`src/rtl/fifo_pkg.sv`:
```
// Shared FIFO definitions: read-mode selectors and the width helper used to
// size pointers and the occupancy counter.
package fifo_pkg;

  localparam int FIFO_MODE_STD  = 0;
  localparam int FIFO_MODE_FWFT = 1;

  // Ceiling log2, never below 1 so a 2-entry FIFO still gets a 1-bit pointer.
  function automatic int clog2(input int value);
    int result;
    result = 0;
    while ((1 << result) < value) result++;
    return (result < 1) ? 1 : result;
  endfunction

endpackage

```
`src/rtl/fifo_ram.sv`:
```
// Simple dual-port storage for the FIFO: one synchronous write port and one
// asynchronous (combinational) read port.
module fifo_ram
  import fifo_pkg::*;
#(
  parameter int WIDTH = 8,
  parameter int DEPTH = 16,
  parameter int AW    = clog2(DEPTH)
) (
  input  logic             clk,
  input  logic             wr_en,
  input  logic [AW-1:0]    wr_addr,
  input  logic [WIDTH-1:0] wr_data,
  input  logic [AW-1:0]    rd_addr,
  output logic [WIDTH-1:0] rd_data
);

  logic [WIDTH-1:0] mem [DEPTH];

  // NOTE: storage has no reset branch; resetting an array forces it into flops
  // and stale contents are harmless because the pointers gate every read.
  always_ff @(posedge clk) begin
    if (wr_en) mem[wr_addr] <= wr_data;
  end

  assign rd_data = mem[rd_addr];

endmodule

```
`src/rtl/synch_fifo_flags.sv`:
```
// Single-clock FIFO with registered occupancy flags, overflow/underflow
// pulses, and a choice of registered-read or first-word-fall-through output.
module synch_fifo_flags
  import fifo_pkg::*;
#(
  parameter int FIFO_WIDTH = 8,
  parameter int FIFO_DEPTH = 16,
  parameter int AF_LEVEL   = FIFO_DEPTH - 2,
  parameter int AE_LEVEL   = 2,
  parameter int FWFT       = FIFO_MODE_STD
) (
  input  logic                         clk,
  input  logic                         rst,
  input  logic                         wr_en,
  input  logic [FIFO_WIDTH-1:0]        write_data,
  input  logic                         rd_en,
  output logic [FIFO_WIDTH-1:0]        read_data,
  output logic                         rd_valid,
  output logic                         fifo_full,
  output logic                         fifo_empty,
  output logic                         almost_full,
  output logic                         almost_empty,
  output logic [clog2(FIFO_DEPTH):0]   data_count,
  output logic                         overflow,
  output logic                         underflow
);

  localparam int AW = clog2(FIFO_DEPTH);
  localparam int CW = AW + 1;

  logic [AW-1:0]         wr_ptr;
  logic [AW-1:0]         rd_ptr;
  logic [CW-1:0]         count_next;
  logic                  wr_accept;
  logic                  rd_accept;
  logic [FIFO_WIDTH-1:0] ram_rdata;

  // Acceptance looks only at the registered flags, so a same-cycle pop never
  // frees room for a write into a full FIFO (and vice versa when empty).
  assign wr_accept = wr_en && !fifo_full;
  assign rd_accept = rd_en && !fifo_empty;

  fifo_ram #(
    .WIDTH (FIFO_WIDTH),
    .DEPTH (FIFO_DEPTH),
    .AW    (AW)
  ) u_ram (
    .clk     (clk),
    .wr_en   (wr_accept && !rst),
    .wr_addr (wr_ptr),
    .wr_data (write_data),
    .rd_addr (rd_ptr),
    .rd_data (ram_rdata)
  );

  // NOTE: every output of this block gets a default first, so no path leaves
  // count_next unassigned and no latch is inferred.
  always_comb begin
    count_next = data_count;
    unique case ({wr_accept, rd_accept})
      2'b10:   count_next = data_count + 1'b1;
      2'b01:   count_next = data_count - 1'b1;
      default: count_next = data_count;
    endcase
  end

  // NOTE: sequential state uses non-blocking assignments so every register
  // samples pre-edge values regardless of statement order.
  always_ff @(posedge clk) begin
    if (rst) begin
      wr_ptr       <= '0;
      rd_ptr       <= '0;
      data_count   <= '0;
      fifo_full    <= 1'b0;
      fifo_empty   <= 1'b1;
      almost_full  <= 1'b0;
      almost_empty <= 1'b1;
      overflow     <= 1'b0;
      underflow    <= 1'b0;
    end else begin
      if (wr_accept) wr_ptr <= wr_ptr + 1'b1;
      if (rd_accept) rd_ptr <= rd_ptr + 1'b1;
      data_count   <= count_next;
      // Flags derive from the next count so they line up with data_count.
      fifo_full    <= (count_next == CW'(FIFO_DEPTH));
      fifo_empty   <= (count_next == '0);
      almost_full  <= (count_next >= CW'(AF_LEVEL));
      almost_empty <= (count_next <= CW'(AE_LEVEL));
      overflow     <= wr_en && fifo_full;
      underflow    <= rd_en && fifo_empty;
    end
  end

  generate
    if (FWFT == FIFO_MODE_FWFT) begin : g_fwft
      assign read_data = ram_rdata;
      assign rd_valid  = !fifo_empty;
    end else begin : g_std
      logic [FIFO_WIDTH-1:0] read_data_q;
      logic                  rd_valid_q;

      always_ff @(posedge clk) begin
        if (rst) begin
          read_data_q <= '0;
          rd_valid_q  <= 1'b0;
        end else begin
          rd_valid_q <= rd_accept;
          if (rd_accept) read_data_q <= ram_rdata;
        end
      end

      assign read_data = read_data_q;
      assign rd_valid  = rd_valid_q;
    end
  endgenerate

endmodule

```
`config.mk`:
```
export PLATFORM = sky130hd
export DESIGN_NAME = synch_fifo_flags
export DESIGN_NICKNAME = d
export VERILOG_FILES = /design/src/rtl/fifo_pkg.sv /design/src/rtl/fifo_ram.sv /design/src/rtl/synch_fifo_flags.sv
export SDC_FILE = /design/constraint.sdc
export NUM_CORES = 1
export LEC_CHECK = 0
export CAP_MARGIN = 20
export CORE_ASPECT_RATIO = 2
export CORE_MARGIN = 2
export CORE_UTILIZATION = 35
export CTS_BUF_LIST = sky130_fd_sc_hd__clkbuf_16
export DETAILED_ROUTE_END_ITERATION = 6
export SLEW_MARGIN = 20
export SYNTH_ARGS = -nofsm -noshare
export SYNTH_HDL_FRONTEND = slang
export SYNTH_SLANG_ARGS = --single-unit
```
`constraint.sdc`:
```
create_clock -name clk -period 2.8 [get_ports clk]
set_clock_uncertainty 0.05 [all_clocks]
set_input_delay 0.42 -clock clk [delete_from_list [all_inputs] [get_ports clk]]
set_output_delay 0.42 -clock clk [all_outputs]
set_load 0.02 [all_outputs]
```
==> impl_metrics.prom, run 1 <==
# TYPE chip_impl_metric gauge
chip_impl_metric{name="place.detailed.hpwl",unit="µm"} 7905
chip_impl_metric{name="drt-pass1-iter-count",unit=""} 4
chip_impl_metric{name="dieWidth",unit="µm"} 98.50
chip_impl_metric{name="layout.nets",unit=""} 445
chip_impl_metric{name="grt_start_max_net_pins",unit=""} 36
chip_impl_metric{name="cts_setup_buffers",unit=""} 0
chip_impl_metric{name="grt_first_pass_wirelength",unit="µm"} 18430
chip_impl_metric{name="critical_path_arrival",unit="ns"} 2.83
chip_impl_metric{name="global_route.usage.met2",unit="%"} 21.17
chip_impl_metric{name="drt_iter0_markers",unit=""} 204
chip_impl_metric{name="slew_headroom",unit="%"} 52.99
chip_impl_metric{name="clock_path_buffers",unit=""} 2
chip_impl_metric{name="cp_data_required_time",unit="ns"} 3.03
chip_impl_info{name="critical_path_startpoint_category",value="input pin"} 1
chip_impl_metric{name="cp_max_fo",unit=""} 6
chip_impl_metric{name="num_rows",unit=""} 69
chip_impl_metric{name="hold_buffers",unit=""} 0
chip_impl_info{name="timing.critical_path.to",value="almost_empty"} 1
chip_impl_metric{name="area.growth.synth_to_final",unit="%"} 20.82
chip_impl_metric{name="clk_pin_slew_worst_paths",unit="ns"} 0.06
chip_impl_metric{name="static-leakage-power",unit="µW"} 0.002440
chip_impl_info{name="cts_root_buf",value="sky130_fd_sc_hd__clkbuf_16"} 1
chip_impl_info{name="endpoint_kind",value="flip-flop"} 1
chip_impl_info{name="layout_commonest_cell",value="sky130_fd_sc_hd__edfxtp_1"} 1
chip_impl_metric{name="clock_insertion_delay_worst_skew",unit="ns"} 0.41
chip_impl_metric{name="finalMaxSlewViolations",unit=""} 0
chip_impl_metric{name="detail-route-antenna-nets",unit=""} 0
chip_impl_metric{name="synth_seq_cells",unit=""} 156
chip_impl_metric{name="top_level_ports",unit=""} 32
chip_impl_metric{name="antenna_found_initial",unit=""} 1
chip_impl_metric{name="final_min_period_over_clock_period",unit="%"} 92.98
chip_impl_metric{name="met1_usage",unit="%"} 17.32
chip_impl_metric{name="gr_util_met3",unit="%"} 3.533
chip_impl_metric{name="worst_r2r_path_depth",unit=""} 11
chip_impl_metric{name="floorplan.initialDensity",unit="%"} 35.49
chip_impl_metric{name="cts_repair_resize_count",unit=""} 0
chip_impl_info{name="capture_instance_of_the_worst_register_to_register_path",value="almost_empty"} 1
chip_impl_metric{name="timing.setup.tns",unit="ns"} 0
chip_impl_metric{name="mean_instance_size_in_the_synthesized_netlist",unit="µm²"} 17.03
chip_impl_info{name="tritoncts",value="built"} 1
chip_impl_info{name="layout.cells.most_common_list",value="sky130_fd_sc_hd__edfxtp_1 (128), sky130_fd_sc_hd__mux4_2 (40), sky130_fd_sc_hd__nand2_1 (34)"} 1
chip_impl_metric{name="report.final.setup_viol",unit=""} 0
chip_impl_metric{name="maxCapViolations",unit=""} 0
chip_impl_metric{name="wl",unit="µm"} 12010
chip_impl_metric{name="final_layout_size_suffix_gt1_share",unit="%"} 25.51
chip_impl_metric{name="routabilityCongestion",unit=""} 0.7747
chip_impl_metric{name="r2r_setup_slack",unit="ns"} 0.34
chip_impl_metric{name="synth.yosys.seq_area_share",unit="%"} 70.46
chip_impl_metric{name="post_detailed_route_wirelength_per_cell",unit="µm"} 18.42
chip_impl_info{name="hold_path_class",value="reg2reg"} 1
chip_impl_metric{name="powerDensity",unit="mW/mm²"} 795.0
chip_impl_metric{name="total_power",unit="µW"} 6004
chip_impl_metric{name="grt_pass1_vias",unit=""} 3243
chip_impl_metric{name="numCtsBuffers",unit=""} 17
chip_impl_metric{name="tritoncts_num_sinks",unit=""} 156
chip_impl_metric{name="power.ir.vdd_worst",unit="mV"} 0.4634
chip_impl_info{name="critPathLaunch",value="wr_en"} 1
chip_impl_info{name="critPathKind",value="in2reg"} 1
chip_impl_metric{name="detailed_route_via_count",unit=""} 3273
chip_impl_metric{name="die_area",unit="mm²"} 0.01901
chip_impl_metric{name="die-height",unit="µm"} 193.0
chip_impl_metric{name="drc_errors",unit=""} 0
chip_impl_metric{name="htree_depth",unit=""} 4
chip_impl_metric{name="synth_fp_nets",unit=""} 386
chip_impl_metric{name="yosysWarnings",unit=""} 0
chip_impl_metric{name="grt.total_usage",unit="%"} 13.20
chip_impl_info{name="r2r_start",value="fifo_full"} 1
chip_impl_metric{name="netlist_area",unit="mm²"} 0.006251
chip_impl_metric{name="hold_viol",unit=""} 0
chip_impl_metric{name="achievable-frequency",unit="MHz"} 384.1
chip_impl_metric{name="worst_slew_pin_slew",unit="ns"} 0.7042
chip_impl_info{name="busiest_layer",value="met2"} 1
chip_impl_metric{name="vias_per_cell",unit=""} 5.020
chip_impl_info{name="unrepaired_setup_endpoints_after_global_routing",value="false"} 1
chip_impl_metric{name="floorplan.core_area",unit="mm²"} 0.01761
chip_impl_metric{name="global_route.overflow_total",unit=""} 0
chip_impl_metric{name="port-buffer-count",unit=""} 31
chip_impl_info{name="outcome",value="complete, no violations"} 1
chip_impl_metric{name="synth_cell_type_count",unit=""} 40
chip_impl_metric{name="finalWorstPathRequiredPeriod",unit="ns"} 2.604
chip_impl_metric{name="synthCells",unit=""} 367
chip_impl_metric{name="antenna_cells",unit=""} 0
## cell families (layout without fill, tap and decap cells)
kind of cell               after synthesis  in the layout  share of synthesized area [%]
AOI/OAI and AO/OA                       28             28                          2.802
xor gates and xnor gates                11             11                          1.541
adders and majority gates                7              7                          1.401
buffers and inverters                   29            101                          2.081
DFF                                    156            156                          70.46
muxes                                   42             42                          14.75
and+or+nand+nor                         94             94                          6.965
## worst min-delay path by stage
| stage | to | cells past startpoint | startpoint |
|---|---|---|---|
| finish | underflow | 2 | fifo_empty |
| global route | underflow | 2 | fifo_empty |
| CTS | underflow | 2 | fifo_empty |
| detailed placement | underflow | 2 | fifo_empty |
| global placement | underflow | 2 | fifo_empty |
| floorplan | wr_ptr[1] | 2 | wr_ptr[1] |
## per-layer routing
layer / vias to the layer above / routed length, µm
met5: - / 7
met4: 2 / 189
met3: 14 / 414
met2: 61 / 6004
met1: 1657 / 5395
li1: 1539 / -
## through the flow
stage / utilization [%] / setup slack, ns / cell area [µm²] / hold WS [ns] / instances
after floorplan: - / 0.2031 / 6251 / 0.4317 / 367
after global placement: 39.70 / -0.1696 / 6992 / 0.3875 / 620
after global routing: 42.88 / 0.03297 / 7552 / 0.4260 / 652
final: 42.88 / 0.1964 / 7552 / 0.3972 / 652
after detailed placement: 39.70 / -0.2332 / 6992 / 0.3919 / 620
after CTS: 42.88 / 0.2093 / 7552 / 0.4014 / 652
## critical path, cell delays in order
cell                              delay, ns
sky130_fd_sc_hd__clkdlybuf4s50_1       0.47
sky130_fd_sc_hd__nor2b_1               0.13
sky130_fd_sc_hd__buf_4                 0.13
sky130_fd_sc_hd__clkinv_4              0.05
sky130_fd_sc_hd__nand2_1               0.09
sky130_fd_sc_hd__xnor2_1               0.12
sky130_fd_sc_hd__ha_1                  0.22
sky130_fd_sc_hd__a21oi_1               0.07
sky130_fd_sc_hd__xnor2_1               0.44
sky130_fd_sc_hd__nor4_2                0.09
sky130_fd_sc_hd__a311oi_1              0.49
sky130_fd_sc_hd__a211oi_2              0.13
## cells in the mapped netlist (all sizes together)
| cell | instances | share of area (%) |
|---|---|---|
| o21ai | 2 | 0.16 |
| nand3 | 1 | 0.080 |
| xor2 | 5 | 0.70 |
| mux2 | 1 | 0.18 |
| mux4 | 40 | 14 |
| nor2b | 4 | 0.40 |
| nor3b | 2 | 0.24 |
| mux2i | 1 | 0.16 |
| a211oi | 1 | 0.20 |
| ha | 7 | 1.4 |
| or3 | 1 | 0.10 |
| dfxtp | 28 | 9.0 |
| o21bai | 1 | 0.12 |
| nand2 | 34 | 2.0 |
| a21o | 1 | 0.12 |
| o22ai | 1 | 0.10 |
| a41oi | 1 | 0.14 |
| a21oi | 17 | 1.4 |
| and4b | 1 | 0.16 |
| or4 | 1 | 0.12 |
| clkbuf | 11 | 0.66 |
| nand4 | 3 | 0.30 |
| clkinv | 1 | 0.14 |
| nor3 | 6 | 0.48 |
| edfxtp | 128 | 61 |
| nor4 | 4 | 0.50 |
| a221oi | 1 | 0.24 |
| xnor2 | 6 | 0.84 |
| nand2b | 5 | 0.62 |
| o31ai | 1 | 0.12 |
| buf | 12 | 0.98 |
| nor2 | 32 | 1.9 |
| a31oi | 1 | 0.10 |
| a311oi | 1 | 0.14 |
| inv | 5 | 0.30 |
## flip-flops by register name, indices dropped and copies added, names as in the netlist
| name | cells |
|---|---|
| u_ram.mem | 128 |
| overflow | 1 |
| wr_ptr | 4 |
| rd_valid | 1 |
| fifo_full | 1 |
| read_data | 8 |
| fifo_empty | 1 |
| data_count | 5 |
| rd_ptr | 4 |
| almost_empty | 1 |
| almost_full | 1 |
| underflow | 1 |
## power breakdown
| group | total, µW | internal, µW | switching [µW] |
|---|---|---|---|
| Combinational | 1120 | 569 | 553 |
| Clock | 2160 | 1230 | 925 |
| Sequential | 2720 | 2610 | 115 |
## cell type report
type	count	area (µm²)
fillers	1597	10060
clock inverters	15	135.1
flip-flops and latches	156	4405
well taps	213	266.5
clock buffers	17	425.4
repair buffers	63	575.6
multi-input cells	182	1717
inverters	6	27.53
Power figures use the tool's default switching activity.
==> run 2: changes to the inputs <==
==> constraint.sdc (replaced) <==
create_clock -name clk -period 3.3 [get_ports clk]
set_clock_uncertainty 0.05 [all_clocks]
set_input_delay 0.495 -clock clk [delete_from_list [all_inputs] [get_ports clk]]
set_output_delay 0.495 -clock clk [all_outputs]
set_load 0.02 [all_outputs]
==> impl_metrics.prom, run 2 (synthesis gave the netlist of run 1 again) <==
# TYPE chip_impl_metric gauge
chip_impl_info{name="outcome",value="complete, no violations"} 1
chip_impl_metric{name="top_level_ports",unit=""} 32
chip_impl_metric{name="numPlacedInstances",unit=""} 611
chip_impl_metric{name="powerDensity",unit="mW/mm²"} 683.4
chip_impl_metric{name="finalWorstPathRequiredPeriod",unit="ns"} 2.855
chip_impl_metric{name="grt.total_usage",unit="%"} 12.87
chip_impl_metric{name="drc_errors",unit=""} 0
chip_impl_info{name="cts_root_buf",value="sky130_fd_sc_hd__clkbuf_16"} 1
chip_impl_metric{name="final_layout_size_suffix_gt1_share",unit="%"} 23.26
chip_impl_metric{name="final-instance-count-excl-fill",unit=""} 643
chip_impl_metric{name="power.ir.vdd_worst",unit="mV"} 0.4243
chip_impl_metric{name="tritoncts_num_sinks",unit=""} 156
chip_impl_metric{name="setup_ws",unit="ns"} 0.4448
chip_impl_metric{name="wl",unit="µm"} 11690
chip_impl_metric{name="worst_slew_pin_slew",unit="ns"} 0.6553
chip_impl_metric{name="die_area",unit="mm²"} 0.01901
chip_impl_metric{name="finalMaxSlewViolations",unit=""} 0
chip_impl_metric{name="hold_buffers",unit=""} 0
chip_impl_metric{name="cts_setup_buffers",unit=""} 0
chip_impl_metric{name="antenna_cells",unit=""} 0
chip_impl_info{name="hold_path_class",value="reg2reg"} 1
chip_impl_metric{name="htree_depth",unit=""} 4
chip_impl_metric{name="final_min_period_over_clock_period",unit="%"} 86.52
chip_impl_info{name="critical-path-slowest-cell",value="sky130_fd_sc_hd__xnor2_1"} 1
chip_impl_metric{name="cts_repair_resize_count",unit=""} 0
chip_impl_metric{name="cp_max_fo",unit=""} 7
chip_impl_metric{name="hold_viol",unit=""} 0
chip_impl_metric{name="critical_path_arrival",unit="ns"} 3.08
chip_impl_metric{name="vias_per_cell",unit=""} 5.076
chip_impl_metric{name="grt_first_pass_wirelength",unit="µm"} 18140
chip_impl_metric{name="static-leakage-power",unit="µW"} 0.002401
chip_impl_metric{name="layout.nets",unit=""} 436
chip_impl_metric{name="numCtsBuffers",unit=""} 17
chip_impl_metric{name="antenna_found_initial",unit=""} 0
chip_impl_metric{name="floorplan.core_area",unit="mm²"} 0.01761
chip_impl_metric{name="floorplan.initialDensity",unit="%"} 35.49
chip_impl_metric{name="detailed_route_via_count",unit=""} 3264
chip_impl_metric{name="clock_insertion_delay_worst_skew",unit="ns"} 0.41
chip_impl_metric{name="port-buffer-count",unit=""} 31
chip_impl_metric{name="routabilityCongestion",unit=""} 0.7472
chip_impl_metric{name="die-height",unit="µm"} 193.0
chip_impl_metric{name="clock_path_buffers",unit=""} 2
chip_impl_info{name="path_cells",value="clkdlybuf4s50_1 > nor2b_1 > clkinv_4 > nand2_1 > xnor2_1 > ha_1 > a21oi_1 > xnor2_1 > nor4_2 > a311oi_1 > a21oi_1"} 1
chip_impl_info{name="critical_path.top_delay_family",value="compound AO/OA/AOI/OAI gates"} 1
chip_impl_metric{name="dp_slack",unit="ns"} -0.01598
chip_impl_info{name="endpoint_kind",value="flip-flop"} 1
chip_impl_info{name="critical_path_startpoint_category",value="input pin"} 1
chip_impl_metric{name="achievable-frequency",unit="MHz"} 350.2
chip_impl_metric{name="maxCapViolations",unit=""} 0
chip_impl_metric{name="clk_pin_slew_worst_paths",unit="ns"} 0.06
chip_impl_metric{name="num_rows",unit=""} 69
chip_impl_metric{name="area.growth.synth_to_final",unit="%"} 19.70
chip_impl_metric{name="cp_data_required_time",unit="ns"} 3.53
chip_impl_metric{name="drt-pass1-iter-count",unit=""} 4
chip_impl_info{name="unrepaired_setup_endpoints_after_global_routing",value="false"} 1
chip_impl_metric{name="slew_headroom",unit="%"} 56.25
chip_impl_metric{name="global_route.overflow_total",unit=""} 0
chip_impl_metric{name="report.final.setup_viol",unit=""} 0
chip_impl_metric{name="total_power",unit="µW"} 5114
chip_impl_metric{name="detail-route-antenna-nets",unit=""} 0
chip_impl_metric{name="post_detailed_route_wirelength_per_cell",unit="µm"} 18.17
chip_impl_info{name="critPathKind",value="in2reg"} 1
chip_impl_metric{name="place.detailed.hpwl",unit="µm"} 7841
chip_impl_metric{name="drt_iter0_markers",unit=""} 292
chip_impl_info{name="top_register",value="u_ram.mem"} 1
chip_impl_metric{name="grt_pass1_vias",unit=""} 3255
chip_impl_info{name="layout.cells.most_common_list",value="sky130_fd_sc_hd__edfxtp_1 (128), sky130_fd_sc_hd__mux4_2 (40), sky130_fd_sc_hd__nand2_1 (34)"} 1
chip_impl_info{name="layout_commonest_cell",value="sky130_fd_sc_hd__edfxtp_1"} 1
chip_impl_info{name="tritoncts",value="built"} 1
chip_impl_metric{name="grt_start_max_net_pins",unit=""} 36
chip_impl_metric{name="cpPeakStageDelay",unit="ns"} 0.48
chip_impl_metric{name="dieWidth",unit="µm"} 98.50
chip_impl_metric{name="worst-path-buf-inv",unit=""} 2
chip_impl_metric{name="largest_reg_flops",unit=""} 128
## run 2: cell type report
class                   count  area [µm²]
fillers                  1603       10130
repair buffers             54       495.5
flip-flops and latches    156        4405
inverters                   6       27.53
clock buffers              17       425.4
multi-input cells         182        1717
clock inverters            15       145.1
well taps                 213       266.5
## run 2: worst min-delay path: cells and delay by family, from the launching register on
kind | cells | cell delay, ns
flops | 1 | 0.32
simple gates | 2 | 0.09
## run 2: final timing paths
| kind | startpoint | to | slack [ns] | depth (start not counted) |
|---|---|---|---|---|
| max reg2reg | fifo_full | fifo_full | 0.67 | 10 |
| min | fifo_empty | underflow | 0.40 | 2 |
| max | wr_en | fifo_full | 0.44 | 11 |
| min reg2reg | fifo_empty | underflow | 0.40 | 2 |
## run 2: where the power goes
| part | internal, µW | switching [µW] | total [µW] | leakage [µW] |
|---|---|---|---|---|
| sequential | 2210 | 102 | 2310 | 0.00138 |
| clock | 1110 | 766 | 1880 | 0.000281 |
| combinational | 456 | 465 | 921 | 0.000738 |
| total | 3780 | 1330 | 5110 | 0.00240 |
## run 2: metrics by stage
step | TNS (ns) | util, % | cell area, µm² | hold slack (ns)
floorplan | 0 | - | 6251 | 0.4317
global placement | 0 | 39.24 | 6912 | 0.3868
detailed placement | -0.02455 | 39.24 | 6912 | 0.3922
CTS | 0 | 42.48 | 7482 | 0.4015
global route | 0 | 42.48 | 7482 | 0.4286
finish | 0 | 42.48 | 7482 | 0.3977
## run 2: per-layer routing
| metal | GRT usage (%) | part of all wire [%] |
|---|---|---|
| met1 | 16.36 | 44 |
| met2 | 21.56 | 51 |
| met3 | 3.100 | 2.5 |
| met4 | 4.584 | 1.7 |
| met5 | 0 | 0 |
==> run 3: changes to the inputs <==
--- a/config.mk
+++ b/config.mk
@@ -9,7 +9,6 @@
 export CORE_ASPECT_RATIO = 2
 export CORE_MARGIN = 2
 export CORE_UTILIZATION = 35
-export CTS_BUF_LIST = sky130_fd_sc_hd__clkbuf_16
 export DETAILED_ROUTE_END_ITERATION = 6
 export SLEW_MARGIN = 20
 export SYNTH_ARGS = -nofsm -noshare
==> impl_metrics.prom, run 3 (synthesis gave the netlist of run 1 again) <==
# TYPE chip_impl_metric gauge
chip_impl_info{name="outcome",value="complete, no violations"} 1
chip_impl_metric{name="layout.nets",unit=""} 436
chip_impl_metric{name="critical_path_arrival",unit="ns"} 3.08
chip_impl_metric{name="port-buffer-count",unit=""} 31
chip_impl_metric{name="cts_repair_resize_count",unit=""} 0
chip_impl_metric{name="grt_first_pass_wirelength",unit="µm"} 18140
chip_impl_metric{name="top_level_ports",unit=""} 32
chip_impl_metric{name="timing.setup.tns",unit="ns"} 0
chip_impl_metric{name="vias_per_cell",unit=""} 5.030
chip_impl_info{name="hold_path_class",value="reg2reg"} 1
chip_impl_metric{name="final.hold.worst_slack",unit="ns"} 0.3976
chip_impl_metric{name="maxCapViolations",unit=""} 0
chip_impl_metric{name="ff_latch_area",unit="mm²"} 0.004405
chip_impl_info{name="unrepaired_setup_endpoints_after_global_routing",value="false"} 1
chip_impl_metric{name="floorplan.core_area",unit="mm²"} 0.01761
chip_impl_info{name="top_register",value="u_ram.mem"} 1
chip_impl_info{name="critical_path_startpoint_category",value="input pin"} 1
chip_impl_metric{name="slew_headroom",unit="%"} 55.90
chip_impl_metric{name="cp_max_fo",unit=""} 7
chip_impl_metric{name="area.growth.synth_to_final",unit="%"} 19.70
chip_impl_metric{name="clock_path_buffers",unit=""} 2
chip_impl_metric{name="cp_data_required_time",unit="ns"} 3.53
chip_impl_metric{name="clk_pin_slew_worst_paths",unit="ns"} 0.06
chip_impl_metric{name="wl",unit="µm"} 11670
chip_impl_metric{name="final_layout_size_suffix_gt1_share",unit="%"} 23.26
chip_impl_metric{name="hold_buffers",unit=""} 0
chip_impl_info{name="critPathKind",value="in2reg"} 1
chip_impl_metric{name="place.detailed.hpwl",unit="µm"} 7841
chip_impl_metric{name="hold_viol",unit=""} 0
chip_impl_metric{name="detailed_route_via_count",unit=""} 3234
chip_impl_metric{name="die_area",unit="mm²"} 0.01901
chip_impl_metric{name="area_taken_by_multi_input_logic_gates",unit="mm²"} 0.001717
chip_impl_metric{name="report.final.setup_viol",unit=""} 0
chip_impl_metric{name="antenna_found_initial",unit=""} 0
chip_impl_metric{name="post_detailed_route_wirelength_per_cell",unit="µm"} 18.15
chip_impl_metric{name="dieWidth",unit="µm"} 98.50
chip_impl_info{name="layout_commonest_cell",value="sky130_fd_sc_hd__edfxtp_1"} 1
chip_impl_info{name="layout.cells.most_common_list",value="sky130_fd_sc_hd__edfxtp_1 (128), sky130_fd_sc_hd__mux4_2 (40), sky130_fd_sc_hd__nand2_1 (34)"} 1
chip_impl_info{name="cts_root_buf",value="sky130_fd_sc_hd__clkbuf_16"} 1
chip_impl_metric{name="finalWorstPathRequiredPeriod",unit="ns"} 2.855
chip_impl_metric{name="drt-pass1-iter-count",unit=""} 4
chip_impl_metric{name="worst_slew_pin_slew",unit="ns"} 0.6606
chip_impl_metric{name="antenna_cells",unit=""} 0
chip_impl_metric{name="fillCellCount",unit=""} 1603
chip_impl_metric{name="powerDensity",unit="mW/mm²"} 683.7
chip_impl_metric{name="layout.core_utilization",unit="%"} 42.48
chip_impl_metric{name="numCtsBuffers",unit=""} 17
chip_impl_metric{name="floorplan.initialDensity",unit="%"} 35.49
chip_impl_metric{name="final_min_period_over_clock_period",unit="%"} 86.51
chip_impl_metric{name="grt_pass1_vias",unit=""} 3256
chip_impl_metric{name="clock_insertion_delay_worst_skew",unit="ns"} 0.41
chip_impl_metric{name="tritoncts_num_sinks",unit=""} 156
chip_impl_info{name="tritoncts",value="built"} 1
chip_impl_metric{name="drt_iter0_markers",unit=""} 293
chip_impl_metric{name="global_route.overflow_total",unit=""} 0
chip_impl_metric{name="htree_depth",unit=""} 4
chip_impl_metric{name="routabilityCongestion",unit=""} 0.7472
chip_impl_metric{name="static-leakage-power",unit="µW"} 0.002396
chip_impl_metric{name="finalMaxSlewViolations",unit=""} 0
chip_impl_metric{name="detail-route-antenna-nets",unit=""} 0
chip_impl_metric{name="drc_errors",unit=""} 0
chip_impl_metric{name="achievable-frequency",unit="MHz"} 350.3
chip_impl_metric{name="grt_start_max_net_pins",unit=""} 36
chip_impl_info{name="endpoint_kind",value="flip-flop"} 1
chip_impl_metric{name="die-height",unit="µm"} 193.0
chip_impl_metric{name="largest_reg_flops",unit=""} 128
chip_impl_metric{name="cts_setup_buffers",unit=""} 0
chip_impl_metric{name="num_rows",unit=""} 69
chip_impl_metric{name="grt.total_usage",unit="%"} 12.87
chip_impl_metric{name="power.ir.vdd_worst",unit="mV"} 0.4242
run 3: critical path, cell delays in order:
cell,delay (ns)
sky130_fd_sc_hd__clkdlybuf4s50_1,0.46
sky130_fd_sc_hd__nor2b_1,0.29
sky130_fd_sc_hd__clkinv_4,0.13
sky130_fd_sc_hd__nand2_1,0.13
sky130_fd_sc_hd__xnor2_1,0.13
sky130_fd_sc_hd__ha_1,0.21
sky130_fd_sc_hd__a21oi_1,0.07
sky130_fd_sc_hd__xnor2_1,0.48
sky130_fd_sc_hd__nor4_2,0.09
sky130_fd_sc_hd__a311oi_1,0.46
sky130_fd_sc_hd__a21oi_1,0.13
run 3: cell type report:
class                           count  area share, %
Sequential cell                   156          58.88
Multi-Input combinational cell    182          22.94
Timing Repair Buffer               54          6.622
Clock buffer                       18          5.736
Tap cell                          213          3.562
Clock inverter                     14          1.890
Inverter                            6         0.3679
run 3: worst paths after layout:
| kind | slack (ns) | depth (start not counted) | end | startpoint |
|---|---|---|---|---|
| min | 0.40 | 2 | underflow | fifo_empty |
| max | 0.45 | 11 | fifo_full | wr_en |
| min reg2reg | 0.40 | 2 | underflow | fifo_empty |
| max reg2reg | 0.67 | 10 | fifo_full | fifo_full |
run 3: where the power goes:
group | internal (µW) | switching, µW
combinational | 456 | 465
clock | 1120 | 765
sequential | 2210 | 102
run 3: per-stage QoR:
step	std cells	power (µW)	setup slack, ns	area (µm²)
2_1_floorplan	367	2970	0.6962	6251
3_3_place_gp	611	3279	0.07753	6912
3_5_place_dp	611	3289	-0.01598	6912
4_1_cts	643	5162	0.4268	7482
5_1_grt	643	5337	0.2029	7482
6_report	643	5116	0.4452	7482
run 3: layer usage:
metal | share of wire (%) | global-route usage (%) | up-vias | wire length (µm)
li1 | - | - | 1519 | -
met1 | 45 | 16.36 | 1655 | 5210
met2 | 51 | 21.56 | 45 | 6005
met3 | 2.3 | 3.100 | 15 | 263
met4 | 1.6 | 4.584 | 0 | 191
met5 | 0 | 0 | - | 0
